**config.mk**
```make
export PLATFORM = sky130hd
export DESIGN_NAME = seven_seg_scanner
export DESIGN_NICKNAME = d
export VERILOG_FILES = /design/src/rtl/sevenseg_pkg.sv /design/src/rtl/seg_decoder.sv /design/src/rtl/seven_seg_scanner.sv
export SDC_FILE = /design/constraint.sdc
export NUM_CORES = 1
export LEC_CHECK = 0
export ABC_AREA = 1
export ABC_CLOCK_PERIOD_IN_PS = 3100
export CAP_MARGIN = 20
export CORE_AREA = 10 10 115 117
export CTS_BUF_LIST = sky130_fd_sc_hd__clkbuf_4 sky130_fd_sc_hd__clkbuf_8 sky130_fd_sc_hd__clkbuf_16
export CTS_CLUSTER_SIZE = 8
export DETAILED_ROUTE_END_ITERATION = 10
export DIE_AREA = 0 0 125 127
export GPL_TIMING_DRIVEN = 0
export MAX_ROUTING_LAYER = met4
export PLACE_DENSITY = 0.5
export SYNTH_ARGS = -nofsm -noshare
export SYNTH_HDL_FRONTEND = slang
export SYNTH_HIERARCHICAL = 1
export SYNTH_SLANG_ARGS = --single-unit
```
**constraint.sdc**
```tcl
create_clock -name clk_i -period 3.1 [get_ports clk_i]
set_input_delay 0.93 -clock clk_i [delete_from_list [all_inputs] [get_ports clk_i]]
set_output_delay 0.93 -clock clk_i [all_outputs]
set_load 0.01 [all_outputs]
```
**src/rtl/sevenseg_pkg.sv**
```systemverilog
// Shared types and constants for the 4-digit 7-segment scanner.
//   bcd_t    : one 4-bit digit (0-9 decimal, 10-15 shown as hex)
//   seg_t    : segment vector {g,f,e,d,c,b,a}, active-high inside the design
//   SEG_OFF  : all segments dark (active-high)
//   SEG_LUT  : active-high segment patterns for 0-9, A, b, C, d, E, F
//   frame_t  : one captured set of digits plus its leading-zero blank flag
package sevenseg_pkg;

  localparam int unsigned NUM_DIGITS = 4;
  localparam int unsigned BCD_W      = 4;
  localparam int unsigned SEG_W      = 7;

  typedef logic [BCD_W-1:0] bcd_t;
  typedef logic [SEG_W-1:0] seg_t;

  localparam seg_t SEG_OFF = 7'h00;

  localparam seg_t SEG_LUT [16] = '{
    7'h3F,  // 0
    7'h06,  // 1
    7'h5B,  // 2
    7'h4F,  // 3
    7'h66,  // 4
    7'h6D,  // 5
    7'h7D,  // 6
    7'h07,  // 7
    7'h7F,  // 8
    7'h6F,  // 9
    7'h77,  // A
    7'h7C,  // b
    7'h39,  // C
    7'h5E,  // d
    7'h79,  // E
    7'h71   // F
  };

  typedef struct packed {
    bcd_t [NUM_DIGITS-1:0] digits;
    logic                  blank_lz;
  } frame_t;

endpackage

```
**src/rtl/seg_decoder.sv**
```systemverilog
// Combinational digit-to-segment decoder, active-high output.
//   digit : digit value to show
//   blank : force all segments dark
//   seg_c : active-high segment pattern {g,f,e,d,c,b,a}
module seg_decoder
  import sevenseg_pkg::*;
(
  input  bcd_t digit,
  input  logic blank,
  output seg_t seg_c
);

  always_comb begin
    seg_c = SEG_OFF;
    if (!blank) begin
      seg_c = SEG_LUT[digit];
    end
  end

endmodule

```
**src/rtl/seven_seg_scanner.sv**
```systemverilog
// Time-multiplexed driver for a 4-digit 7-segment display.
// One digit is lit per scan slot; each slot opens with a guard interval with every
// anode off to avoid ghosting. New digits are taken only at the end of a full frame,
// so a frame never mixes old and new values.
//   clk_i, rst_ni         : clock, asynchronous active-low reset
//   digit0_i..digit3_i    : ones..thousands digits
//   load_i, blank_lz_i    : capture digits and blank flag into the pending register
//   seg_o                 : registered segments {g,f,e,d,c,b,a}, polarity per SEG_ACT_LOW
//   an_o                  : registered anode enables (an_o[k] = digit k), polarity per AN_ACT_LOW
//   frame_o               : one-cycle pulse when the display register has just been refreshed
module seven_seg_scanner
  import sevenseg_pkg::*;
#(
  parameter int unsigned SCAN_DIV     = 50000,
  parameter int unsigned GUARD_CYCLES = 16,
  parameter bit          SEG_ACT_LOW  = 1'b1,
  parameter bit          AN_ACT_LOW   = 1'b1
) (
  input  logic       clk_i,
  input  logic       rst_ni,
  input  bcd_t       digit0_i,
  input  bcd_t       digit1_i,
  input  bcd_t       digit2_i,
  input  bcd_t       digit3_i,
  input  logic       load_i,
  input  logic       blank_lz_i,
  output seg_t       seg_o,
  output logic [3:0] an_o,
  output logic       frame_o
);

  localparam int unsigned CNT_W = (SCAN_DIV > 1) ? $clog2(SCAN_DIV) : 1;
  localparam int unsigned SLOT_W = 2;

  localparam logic [CNT_W-1:0] CNT_MAX   = CNT_W'(SCAN_DIV - 1);
  localparam logic [CNT_W-1:0] GUARD_END = CNT_W'(GUARD_CYCLES);

  // Reset values are "everything dark" expressed in the output polarity.
  localparam seg_t       SEG_RST = SEG_ACT_LOW ? ~SEG_OFF : SEG_OFF;
  localparam logic [3:0] AN_RST  = AN_ACT_LOW ? 4'hF : 4'h0;

  logic [CNT_W-1:0]  div_cnt_q, div_cnt_d;
  logic [SLOT_W-1:0] slot_q, slot_d;
  frame_t            pending_q, pending_d;
  frame_t            display_q, display_d;
  logic              frame_d;
  seg_t              seg_d;
  logic [3:0]        an_d;

  logic              wrap;
  logic [3:0]        blank;
  logic [3:0]        an_hi;
  bcd_t              sel_digit;
  seg_t              dec_seg;

  // Divider, slot counter and pending/display register next-state.
  always_comb begin
    wrap      = (div_cnt_q == CNT_MAX);
    div_cnt_d = div_cnt_q + CNT_W'(1);
    slot_d    = slot_q;
    pending_d = pending_q;
    display_d = display_q;
    frame_d   = 1'b0;

    if (load_i) begin
      pending_d.digits   = {digit3_i, digit2_i, digit1_i, digit0_i};
      pending_d.blank_lz = blank_lz_i;
    end

    if (wrap) begin
      div_cnt_d = '0;
      slot_d    = slot_q + SLOT_W'(1);
      // Frame boundary: take the pending value as it stood before any load this cycle.
      if (slot_q == SLOT_W'(3)) begin
        display_d = pending_q;
        frame_d   = 1'b1;
      end
    end
  end

  // Leading-zero blanking chain; the ones digit is always shown.
  always_comb begin
    blank    = 4'b0000;
    blank[3] = display_q.blank_lz && (display_q.digits[3] == 4'd0);
    blank[2] = blank[3] && (display_q.digits[2] == 4'd0);
    blank[1] = blank[2] && (display_q.digits[1] == 4'd0);
  end

  assign sel_digit = display_q.digits[slot_q];

  seg_decoder u_seg_decoder (
    .digit (sel_digit),
    .blank (blank[slot_q]),
    .seg_c (dec_seg)
  );

  // Anode selection with guard interval, then output polarity.
  always_comb begin
    an_hi = 4'b0000;
    if (div_cnt_q >= GUARD_END) begin
      an_hi[slot_q] = 1'b1;
    end
    an_d  = AN_ACT_LOW ? ~an_hi : an_hi;
    seg_d = SEG_ACT_LOW ? ~dec_seg : dec_seg;
  end

  always_ff @(posedge clk_i or negedge rst_ni) begin
    if (!rst_ni) begin
      div_cnt_q <= '0;
      slot_q    <= '0;
      pending_q <= '0;
      display_q <= '0;
      frame_o   <= 1'b0;
      an_o      <= AN_RST;
      seg_o     <= SEG_RST;
    end else begin
      div_cnt_q <= div_cnt_d;
      slot_q    <= slot_d;
      pending_q <= pending_d;
      display_q <= display_d;
      frame_o   <= frame_d;
      an_o      <= an_d;
      seg_o     <= seg_d;
    end
  end

endmodule

```
## Word level (Yosys, flattened, before mapping)

Memories as Yosys holds them, arrays and structs flattened.
Index checks and enable logic that the tools add are counted.

| storage, ports and cells | value |
|---|---|
| bits in registers | 64 |
| ROM bits | 112 |
| logic and storage cells | 48 |
| input port bits | 20 |
| memories kept | 1 |
| output and inout port bits | 12 |
| RAM bits | 0 |
| latch bits | 0 |

| operators by class | value |
|---|---|
| shifts and indexed selects | 0 |
| bitwise gates (word level) | 3 |
| add/sub/neg operators | 2 |
| div/mod/pow operators | 0 |
| equal/unequal tests | 2 |
| magnitude comparators | 4 |
| reduce and logical (&&, ||, !) cells | 8 |
| multiplexer cells | 13 |
| multiply operators | 0 |

Memory list:

| memory | depth | bits a word | read ports | clocked after Yosys merged registers in | wr ports | line | source |
|---|---|---|---|---|---|---|---|
| (no name shown) | 16 | 7 | 1 | 0 | 0 | seg_decoder.sv:16 | `seg_c = SEG_LUT[digit];` |

Operator list:

| kind | number |
|---|---|
| 7-bit 2-to-1 mux | 3 |
| 16-bit by 1-bit adder with 16-bit output, second input constant | 1 |
| 16-bit equality test, second input constant | 1 |
| 16-bit by 5-bit greater-or-equal comparator with 1-bit output, second input constant | 1 |
| 16-bit 2-to-1 mux | 1 |
| 4-bit logical NOT | 3 |
| 4-bit binary-select mux with 2-bit select | 1 |
| 4-bit 2-to-1 mux | 2 |
| 7-bit inverter | 1 |
| 5-bit greater-or-equal comparator, second input constant | 1 |
| 4-bit inverter with 5-bit output | 1 |
| 1-bit logical AND | 4 |
| 1-bit 2-to-1 mux | 4 |
| 4-bit inverter | 1 |
| 2-bit by 3-bit less-than comparator with 1-bit output, second input constant | 1 |
| 2-bit by 1-bit adder with 2-bit output, second input constant | 1 |
| 1-bit binary-select mux with 2-bit select | 1 |
| 1-bit demux with 2-bit select | 1 |
| 2-bit equality test, second input constant | 1 |
| 2-bit by 1-bit greater-or-equal comparator with 1-bit output, second input constant | 1 |
| 2-bit AND reduction | 1 |

## Depth between registers and ports, before layout

| depth | value |
|---|---|
| depth after elaboration | 8 |
| depth in mapped cells | 13 |
| depth with buffers taken out | 11 |

## Cells and area by module

Netlist, hierarchy kept.

By module, submodules not included:

| module | seq. area each (sq um) | area each (sq um) | cells each | times used |
|---|---|---|---|---|
| seven_seg_scanner | 1,615.3 | 2,931.6 | 316 | 1 |
| seg_decoder | 0.0 | 285.3 | 46 | 1 |

## Least setup slack after synthesis

No wires, ideal clock.

| timing path | value |
|---|---|
| path type | register to register |
| start | reg slot_q[0] |
| end | reg seg_o[3] |
| period minus slack after synthesis | 2,210 ps |
| cell stages (with the launch flop) | 13 |
| path buffers | 2 |
| slack | 890 ps |
| library setup time | 74 ps |
| data required time | 3,026 ps |
| data arrival time | 2,136 ps |
| cells stage by stage | dfrtp_1 > clkbuf_1 > inv_1 > clkbuf_1 > o21ai_0 > o21ai_0 > inv_1 > ha_1 > inv_1 > nand3_1 > nand3_1 > nor2_1 > inv_1 |

| on the way | value |
|---|---|
| cells in the longest elaborated chain, start to end | 8 |
| elaborated cells on any way between the ends | 10 |
| those cells by class | mux: 7; bitwise: 2; memory: 1 |

Ends and longest elaborated chain:

| what | line | source |
|---|---|---|
| start, declared | seven_seg_scanner.sv:43 | `logic [SLOT_W-1:0] slot_q, slot_d;` |
| start signal, assigned | seven_seg_scanner.sv:118 | `slot_q <= slot_d;` |
| 4-bit binary-select mux with 2-bit select | seven_seg_scanner.sv:89 | `assign sel_digit = display_q.digits[slot_q];` |
| 4-bit 2-to-1 mux (implied by the code) | seven_seg_scanner.sv:89 |  |
| named net sel_digit[1] | seven_seg_scanner.sv:53 | `bcd_t sel_digit;` |
| 4-bit inverter with 5-bit output (implied by the code) | seg_decoder.sv:16 |  |
| memory 16 x 7 bit | n/a |  |
| 7-bit 2-to-1 mux (implied by the code) (2 in series) | seg_decoder.sv:16 |  |
| 7-bit 2-to-1 mux | seg_decoder.sv:15 | `if (!blank) begin` |
| named net dec_seg[3] | seven_seg_scanner.sv:54 | `seg_t dec_seg;` |
| 7-bit inverter | seven_seg_scanner.sv:104 | `seg_d = SEG_ACT_LOW ? ~dec_seg : dec_seg;` |
| named net seg_d[3] | seven_seg_scanner.sv:47 | `seg_t seg_d;` |
| end signal, assigned | seven_seg_scanner.sv:123 | `seg_o <= seg_d;` |
| end, declared | seven_seg_scanner.sv:27 | `output seg_t seg_o,` |

The timed path passes the listed nets, and every way through them passes these cells. The select of a mux whose other input is x is not followed.
A chain may end at the register's enable or synchronous reset.

## Worst setup path in the final report

| timing path | value |
|---|---|
| start | reg slot_q[0] |
| end | reg seg_o[5] |

Same word-level chain as after synthesis.

==> reports/summary.md <==
Vertical die dimension: 127 um. From synthesis to final layout, the design area changed by 24.4%. After clock tree synthesis, the clock-pin slew on the worst setup and hold paths is 50 ps.

The largest fanout on the critical path was 11; the ratio of final minimum period to clock period was 81.5%. Setup repair after global routing left no endpoint under its margin. The starting density of the core is 28.9%, and the top achievable clock speed is 396 MHz. The final non-filler cell area was 0.00400 mm2; the number of cells produced by synthesis was 362.

Before CTS, the worst setup slack after placement is 385 ps. The source-to-sink clock delay at the later pin of the worst-skew pair is 330 ps. The min-delay analysis places its worst path in the category flip-flop to flip-flop.

The number of buffers on the longest clock path came out at 2. At the worst endpoint, the arrival time is 2790 ps. For the H-tree depth reported by CTS, the log shows 3. The flow ran to the end, and the final reports show no timing, DRC or antenna violations. At the end of the flow, the number of nets in the layout was 435. The worst path setup slack after routing is 575 ps.

The end-of-flow core utilization was 36.0%. The worst register-to-register path begins at slot_q[0]. The worst hold path begins at display_q[1]. The cell area after technology mapping came out at 0.00322 mm2.

When the netlist entered floorplanning its net count stood at 394. The count of buffers added on input and output ports is 30. The static leakage is 0.00192 uW, and the pin slew with the least headroom to its limit is 808 ps. Across all register-to-register paths, the minimum setup slack is 580 ps. Subtracting the final worst setup slack from the clock period gives 2520 ps.

Cells with a size suffix above 1 make up 16.4% of the layout. The worst setup path is launched from a flip-flop. Routability-driven placement finished with a final weighted congestion of 0.834. The mean cell area of the mapped netlist is 8.89 um2.

Yosys printed 6 warnings. The run gives 0 as the final max-slew violation count. The first global-routing pass estimated 11.6 mm of wire. The tools report the pin count of the biggest net entering global routing as 65.

The half-perimeter wire length after detailed placement was 4.83 mm. For the max-cap check violation count, the log shows 0. The TritonCTS sink count was 64; the maximum vdd ir drop was 0.000265 V.

The tightest hold path in the finished design has a slack of 474 ps. Buffers inserted during clock tree synthesis total 9. At the worst endpoint, the required time is 3360 ps. Fraction of post-synthesis cell area in the top cell type by area: 41.2%. The worst setup path is captured at a flip-flop. The number of synthesized register bits works out to 64. The remaining global-route overflow came out at 0. The mean number of vias per cell works out to 4.42. After detailed routing, the average wire length per cell comes to 12.1 um. The launch point of the worst path was slot_q[0].

For this run, the register share of the synthesized area comes to 50.2%. The count of TritonRoute iterations in the first routing pass was 4; the count of final setup violators was 0. Buffers added to address setup during post-CTS repair amount to 0.

The cell sitting at the root of the clock tree is a sky130_fd_sc_hd__clkbuf_16. The final sum of negative setup slack is 0 ps. The top-level port count came out at 32. Yosys attributes the largest share of cell area to sky130_fd_sc_hd__dfrtp_1, sky130_fd_sc_hd__nand2_1, sky130_fd_sc_hd__dfstp_2, sky130_fd_sc_hd__mux2_2, sky130_fd_sc_hd__nor2_1. The area of the die was 0.0159 mm2; the routed wire length was 6.68 mm.

For this design the ratio of total power to cell area is 489 mW/mm2. The core region is 0.0111 mm2. The final routed DRC violation total is 0. The critical path is of the flip-flop to flip-flop type. The count of nets left with antenna violations once routing finished came out at 0. The tools report the relative max-transition margin as 46.1%. The run gives 9.03% as the overall global routing resource usage.

TritonCTS built the clock tree. The count of endpoints failing hold in the final timing report came out at 0. For the final database, setup skew stands at 5.24 ps. The run gives 0 as the number of antenna violations at the first check in global routing. In this run, distinct cell masters in the synthesized netlist total 28.

The number of antenna diodes in the final layout is 0. Row generation in the floorplan step produced 39 rows. The run gives 0.00369 mm2 as the post-detailed-placement cell area.

The count of vias placed by the detailed router is 2,437. For the number of global-route vias before repair, the log shows 2,478. The largest total area in the synthesized netlist belongs to sky130_fd_sc_hd__dfrtp_1. The die is 125 um wide. The first routing iteration left 120 violations.
[cells in the final DEF (no fill, tap or decap), types with 12 or more instances in the layout]
cell type,n
sky130_fd_sc_hd__clkdlybuf4s50_1,29
sky130_fd_sc_hd__dfrtp_1,53
sky130_fd_sc_hd__nor2_1,44
sky130_fd_sc_hd__nand4_1,21
sky130_fd_sc_hd__nand3_1,16
sky130_fd_sc_hd__o21ai_0,16
sky130_fd_sc_hd__nand2_1,85
sky130_fd_sc_hd__inv_1,35
sky130_fd_sc_hd__ha_1,12
sky130_fd_sc_hd__mux2_2,17
[area by class of cell]
class,instances,area [um2]
fill,1169,7120
sequential,64,1620
multi-input combinational,244,1370
timing repair buffer,30,298
clock buffer,10,239
tap,143,179
inverter,43,166
clock inverter,6,68.8
buffer,11,67.6
[layer usage]
metal  up-vias  GRT usage [%]  part of all wire, %  wire length (um)
li1       1248              -                    -                 -
met1      1134           10.9                   48              3190
met2        42           13.5                   46              3110
met3        13           2.65                  3.6               240
met4         0           4.67                  2.2               148
met5         -              -                    0                 0
[path summary, 6_finish.rpt]
check                      cells past startpoint             to
min in group asynchronous                      1   pending_q[8]
max                                           11       seg_o[5]
max in group asynchronous                      1  div_cnt_q[10]
min                                            2   display_q[1]
max reg2reg                                   11       seg_o[5]
min reg2reg                                    2   display_q[1]
[worst max-delay path: stages, from the launching register on]
cell                       delay [ps]
sky130_fd_sc_hd__dfrtp_1          400
sky130_fd_sc_hd__clkbuf_1         200
sky130_fd_sc_hd__inv_1            130
sky130_fd_sc_hd__clkbuf_1         370
sky130_fd_sc_hd__o21ai_0          130
sky130_fd_sc_hd__o21ai_1          400
sky130_fd_sc_hd__inv_1            150
sky130_fd_sc_hd__ha_1             290
sky130_fd_sc_hd__nand3_1          140
sky130_fd_sc_hd__nand2_1           60
sky130_fd_sc_hd__a21oi_1          130
sky130_fd_sc_hd__inv_1             50
[state kept, by name, indices dropped and copies added (netlist names)]
name       flops
display_q     17
pending_q     17
div_cnt_q     16
seg_o          7
an_o           4
slot_q         2
frame_o        1
[through the flow]
stage / total power [uW] / std cells
final: 1960 / 551
after global placement: 952 / 535
after CTS: 1990 / 551
after detailed placement: 954 / 535
after global routing: 2040 / 551
after floorplan: 908 / 362
[logic make-up after synthesis]
logic type,share of synthesized area (%)
and+or+nand+nor,24.9
adders and majority gates,4.67
DFF,50.2
AOI/OAI and AO/OA,5.13
muxes,5.95
buffers and inverters,7.27
xor gates and xnor gates,1.91
[cells in the mapped netlist]
cell type	n
sky130_fd_sc_hd__nand2_1	85
sky130_fd_sc_hd__dfrtp_1	53
sky130_fd_sc_hd__nor2_1	44
sky130_fd_sc_hd__inv_1	35
sky130_fd_sc_hd__nand4_1	21
sky130_fd_sc_hd__mux2_2	17
sky130_fd_sc_hd__o21ai_0	17
sky130_fd_sc_hd__nand3_1	16
sky130_fd_sc_hd__ha_1	12
sky130_fd_sc_hd__a21oi_1	11
sky130_fd_sc_hd__dfstp_2	11
sky130_fd_sc_hd__clkbuf_1	5
sky130_fd_sc_hd__inv_2	5
sky130_fd_sc_hd__xor2_1	5
sky130_fd_sc_hd__buf_2	3
sky130_fd_sc_hd__buf_6	3
sky130_fd_sc_hd__nand2_2	3
sky130_fd_sc_hd__inv_4	2
sky130_fd_sc_hd__nand3_2	2
sky130_fd_sc_hd__nor2_4	2
sky130_fd_sc_hd__o22ai_1	2
sky130_fd_sc_hd__xnor2_1	2
sky130_fd_sc_hd__clkinv_1	1
sky130_fd_sc_hd__nand3_4	1
sky130_fd_sc_hd__nor2_8	1
sky130_fd_sc_hd__nor3_1	1
sky130_fd_sc_hd__o21ai_1	1
sky130_fd_sc_hd__o21bai_1	1
[what timing repair did]
item,CTS,global route
setup endpoints to repair,0,2
hold buffers,0,0
endpoints found under the hold margin,0,0
resized for setup,0,1
[where the power goes]
part	total [uW]	switching, uW	internal (uW)
sequential	870	11.0	859
clock	1020	374	646
combinational	65.8	26.7	39.1
(Power assumes the default switching activity.)
